### src/rtl/traffic_light_seq.sv
// traffic_light_seq: four-phase traffic-light sequencer with per-phase dwell
// timer, tick enable and a sticky pedestrian request that shortens GREEN.
//   clk         system clock, rising edge
//   rst_n       asynchronous active-low reset
//   en          tick enable; counter and FSM advance only when 1
//   ped_req     pedestrian request (pulse allowed)
//   light       registered lamp word {red, amber, green}
//   phase       registered state code
//   walk        registered pedestrian walk lamp (1 only in RED)
//   ped_pending registered latched, not-yet-served request
module traffic_light_seq #(
  parameter int CW        = 5,
  parameter int RED_T     = 8,
  parameter int RA_T      = 2,
  parameter int GREEN_T   = 10,
  parameter int GREEN_MIN = 3,
  parameter int AMBER_T   = 3
) (
  input  logic       clk,
  input  logic       rst_n,
  input  logic       en,
  input  logic       ped_req,
  output logic [2:0] light,
  output logic [1:0] phase,
  output logic       walk,
  output logic       ped_pending
);

  typedef enum logic [1:0] {
    RED       = 2'd0,
    RED_AMBER = 2'd1,
    GREEN     = 2'd2,
    AMBER     = 2'd3
  } state_t;

  localparam int CW1 = CW + 1;
  localparam logic [CW:0] RED_L   = CW1'(RED_T);
  localparam logic [CW:0] RA_L    = CW1'(RA_T);
  localparam logic [CW:0] GREEN_L = CW1'(GREEN_T);
  localparam logic [CW:0] GMIN_L  = CW1'(GREEN_MIN);
  localparam logic [CW:0] AMBER_L = CW1'(AMBER_T);

  state_t        state, state_n;
  logic [CW-1:0] cnt, cnt_n;
  logic [CW:0]   cnt_p1;
  logic          last;
  logic          pend_n;
  logic [2:0]    light_n;
  logic          walk_n;

  // Dwell limits are compared against count+1 in one extra bit, so the
  // "count >= GREEN_MIN-1" test never degenerates into a compare with zero.
  always_comb begin
    cnt_p1  = {1'b0, cnt} + 1'b1;
    last    = 1'b0;
    state_n = state;
    cnt_n   = cnt;
    case (state)
      RED:       last = (cnt_p1 == RED_L);
      RED_AMBER: last = (cnt_p1 == RA_L);
      GREEN:     last = (cnt_p1 == GREEN_L) || (ped_pending && (cnt_p1 >= GMIN_L));
      AMBER:     last = (cnt_p1 == AMBER_L);
      default:   last = 1'b0;
    endcase

    if (en) begin
      if (last) begin
        cnt_n = '0;
        case (state)
          RED:       state_n = RED_AMBER;
          RED_AMBER: state_n = GREEN;
          GREEN:     state_n = AMBER;
          AMBER:     state_n = RED;
          default:   state_n = RED;
        endcase
      end else begin
        cnt_n = cnt_p1[CW-1:0];
      end
    end

    // A new request on the RED-entry edge wins over the clear.
    if (ped_req)
      pend_n = 1'b1;
    else if (en && last && (state == AMBER))
      pend_n = 1'b0;
    else
      pend_n = ped_pending;

    case (state_n)
      RED:       light_n = 3'b100;
      RED_AMBER: light_n = 3'b110;
      GREEN:     light_n = 3'b001;
      AMBER:     light_n = 3'b010;
      default:   light_n = 3'b100;
    endcase
    walk_n = (state_n == RED);
  end

  always_ff @(posedge clk or negedge rst_n) begin
    if (!rst_n) begin
      state       <= RED;
      cnt         <= '0;
      light       <= 3'b100;
      phase       <= 2'd0;
      walk        <= 1'b1;
      ped_pending <= 1'b0;
    end else begin
      state       <= state_n;
      cnt         <= cnt_n;
      light       <= light_n;
      phase       <= state_n;
      walk        <= walk_n;
      ped_pending <= pend_n;
    end
  end

endmodule

### config.mk
export PLATFORM = sky130hd
export DESIGN_NAME = traffic_light_seq
export DESIGN_NICKNAME = d
export VERILOG_FILES = /design/src/rtl/traffic_light_seq.sv
export SDC_FILE = /design/constraint.sdc
export NUM_CORES = 1
export LEC_CHECK = 0
export CORE_ASPECT_RATIO = 0.8
export CORE_MARGIN = 10
export CORE_UTILIZATION = 43
export DETAILED_ROUTE_END_ITERATION = 6
export PLACE_DENSITY = 0.65
export REMOVE_ABC_BUFFERS = 1
export SETUP_SLACK_MARGIN = 0.5
export SLEW_MARGIN = 20
export SYNTH_ARGS = -nofsm -noshare
export SYNTH_HDL_FRONTEND = slang
export SYNTH_SLANG_ARGS = --single-unit
### constraint.sdc
create_clock -name clk -period 3.73 [get_ports clk]
set_input_delay 0.746 -clock clk [delete_from_list [all_inputs] [get_ports clk]]
set_output_delay 0.746 -clock clk [all_outputs]
set_load 0.02 [all_outputs]
==> impl_metrics.tcl <==
set metrics [dict create \
    ys_seq_area_frac 0.3552 \
    yosys.area.top_type_share 0.2880 \
    antenna_cells 0 \
    timing.critical_path.buf_inv 1 \
    finalHoldViolations 0 \
    dp_hpwl_mm 1.269 \
    syn2layout_area_growth_pct 16.80 \
    hold_class "flip-flop to flip-flop" \
    die_y_um 58.14 \
    crit_path_top_delay_cell "clkdlybuf4s50_1" \
    pre_cts_slack_ns 1.575 \
    critical_path_class "flip-flop to output pin" \
    synth_xor_area_frac 0 \
    path_cells "clkdlybuf4s50_1" \
    ys_types 32 \
    synth_top_family_by_area "simple AND/OR/NAND/NOR gates" \
    crit_arrival_ns 1.39 \
    grt_max_degree 14 \
    rsz0062_at_grt "no" \
    grt_pass1_vias 591 \
    nNetsFinal 103 \
    critical_path.max_fanout 7 \
    ant_nets 0 \
    ys.warnings.count 0 \
    dieArea_mm2 0.003935 \
    setup_tns_ns 0 \
    setup_slack_ns 1.599 \
    final_cells 113 \
    finClkSkew_ns 0.005066 \
    firstDrtPassIters 4 \
    wirelength_mm 1.616 \
    synth_compound_gate_area_share 0.1616 \
    ir_drop_uv 463.7 \
    cts_tree "yes" \
    synth_fa_ha_area_frac 0.1120 \
    avgSynthCellArea_um2 9.775 \
    critPathLaunchType "flip-flop" \
    cts_resized 0 \
    cp.required_ns 2.98 \
    max_slew_margin 0.6675 \
    crit_family "buffers and inverters" \
    setup_viol 0 \
    drv_slew 0 \
    initial_utilization 0.4668 \
    viasPerCell 5.354 \
    cp-end-kind "output pin" \
    num_rows 13 \
    post-route-drc-count 0 \
    vias 605 \
    drive_gt1_frac 0.1319 \
    port_buffers 10 \
    ys_ff_latch 11 \
    insertion_delay_ns 0.27 \
    antenna_found_initial 0 \
    cts_sinks 11 \
    finalCritPeriodShare 0.5714 \
    drt_iter0_drc 32 \
    tightestPinTransition_ns 0.4972 \
    cts_root_buf "clkbuf_4" \
    synth_top_cell_by_area "dfrtp_1" \
    pwr_density_cell_mw_per_mm2 898.8 \
    cts_hold_buf 0 \
    grt_pass1_wl_mm 2.691 \
    drv_cap 0 \
    die_x_um 67.68 \
    status "finished, final reports clean" \
    clockBufferDepth 2 \
    fmax_mhz 469.2 \
    synthTopCellsByArea "dfrtp_1, ha_1, mux2i_1, dfstp_2, a21oi_1" \
    overflow 0 \
    cp_slowest_stage_delay_ns 0.65 \
    p_leak_nw 0.4046 \
    netlist_instances 80 \
    gp_congestion 0.8039 \
    fin_crit_ns 2.131 \
    netlist_area_um2 782.0 \
    cts_buffers 3 \
    io_pins 11 \
    dp.cells 109 \
    core_area_mm2 0.001675 \
    synth.area.mux_share 0.1088 \
    track_usage 0.08874 \
    wl_per_cell_um 14.30 \
    htree_levels 1 \
    synth-simple-area-share 0.2096 \
    clk_pin_slew_ns 0.07 \
    post_cts_buffers 0 \
]
stage by stage:
| stage | cell area, µm² | utilization | hold slack (ns) | power (mW) |
|---|---|---|---|---|
| global placement | 887.1 | 0.5295 | 0.4887 | 0.7380 |
| global route | 913.4 | 0.5452 | 0.5555 | 0.8893 |
| finish | 913.4 | 0.5452 | 0.5179 | 0.8210 |
| floorplan | 759.5 | - | 0.4504 | 0.5874 |
| CTS | 913.4 | 0.5452 | 0.5185 | 0.8256 |
| detailed placement | 887.1 | 0.5295 | 0.4982 | 0.7419 |
cell type report:
class / instances / area (µm²)
Clock buffer: 4 / 26.28
Timing Repair Buffer: 10 / 100.1
Multi-Input combinational cell: 61 / 462.9
Sequential cell: 11 / 277.8
Inverter: 5 / 18.77
Tap cell: 22 / 27.53
Fill cell: 139 / 762.0
worst paths after layout:
check / startpoint / end / slack (ns) / cells after the start
max: state[1] / phase[1] / 1.60 / 1
min: ped_pending / ped_pending / 0.52 / 1
max reg2reg: cnt[0] / state[1] / 1.63 / 7
min reg2reg: ped_pending / ped_pending / 0.52 / 1
max in group asynchronous: rst_n / walk / 2.56 / 1
min in group asynchronous: rst_n / cnt[2] / 0.81 / 1
power by group:
| group | leakage [nW] | switching, mW | internal, mW |
|---|---|---|---|
| clock | 0.0150 | 0.0404 | 0.0414 |
| sequential | 0.129 | 0.0655 | 0.178 |
| combinational | 0.261 | 0.270 | 0.226 |
| total | 0.405 | 0.376 | 0.445 |
layout by cell type (no fill, tap or decap), types with 2 or more instances in the layout:
cell type         n
nand3_1           2
mux2i_1           7
ha_1              7
dfrtp_1           9
nor3b_1           2
a21oi_1           6
nor2_1            5
nand2b_1          2
clkdlybuf4s50_1  10
o22ai_1           2
dfstp_2           2
a32oi_1           2
a21o_1            2
nand2_1           8
inv_1             5
and2_1            2
clkbuf_4          3
per-layer routing:
metal | track usage | routed length [µm] | part of all wire | vias up
met3 | 0.05566 | 156 | 0.097 | 2
met4 | 0.02047 | 8 | 0.0050 | 0
met5 | 0 | 0 | 0 | -
met1 | 0.1042 | 731 | 0.45 | 279
li1 | - | - | - | 307
met2 | 0.1325 | 721 | 0.45 | 17
flip-flops by register name, indices dropped and copies added (netlist names):
signal / flops
ped_pending: 1
state: 1
light: 3
walk: 1
cnt: 5
cells in the mapped netlist, drive strengths merged:
library cell / n
dfrtp: 9
nand2: 8
ha: 7
mux2i: 7
a21oi: 6
inv: 5
nor2: 5
and2: 4
nand3: 3
o21ai: 3
a21o: 2
a32oi: 2
buf: 2
dfstp: 2
nand2b: 2
nor3b: 2
o221ai: 2
o22ai: 2
a41oi: 1
and4: 1
clkbuf: 1
mux2: 1
nor3: 1
or2: 1
or3: 1
kinds of logic after synthesis:
| kind of cell | after synthesis |
|---|---|
| buffers and inverters | 8 |
| and+or+nand+nor | 28 |
| muxes | 8 |
| adders and majority gates | 7 |
| DFF | 11 |
| AOI/OAI and AO/OA | 18 |
Power figures use the tool's default switching activity.
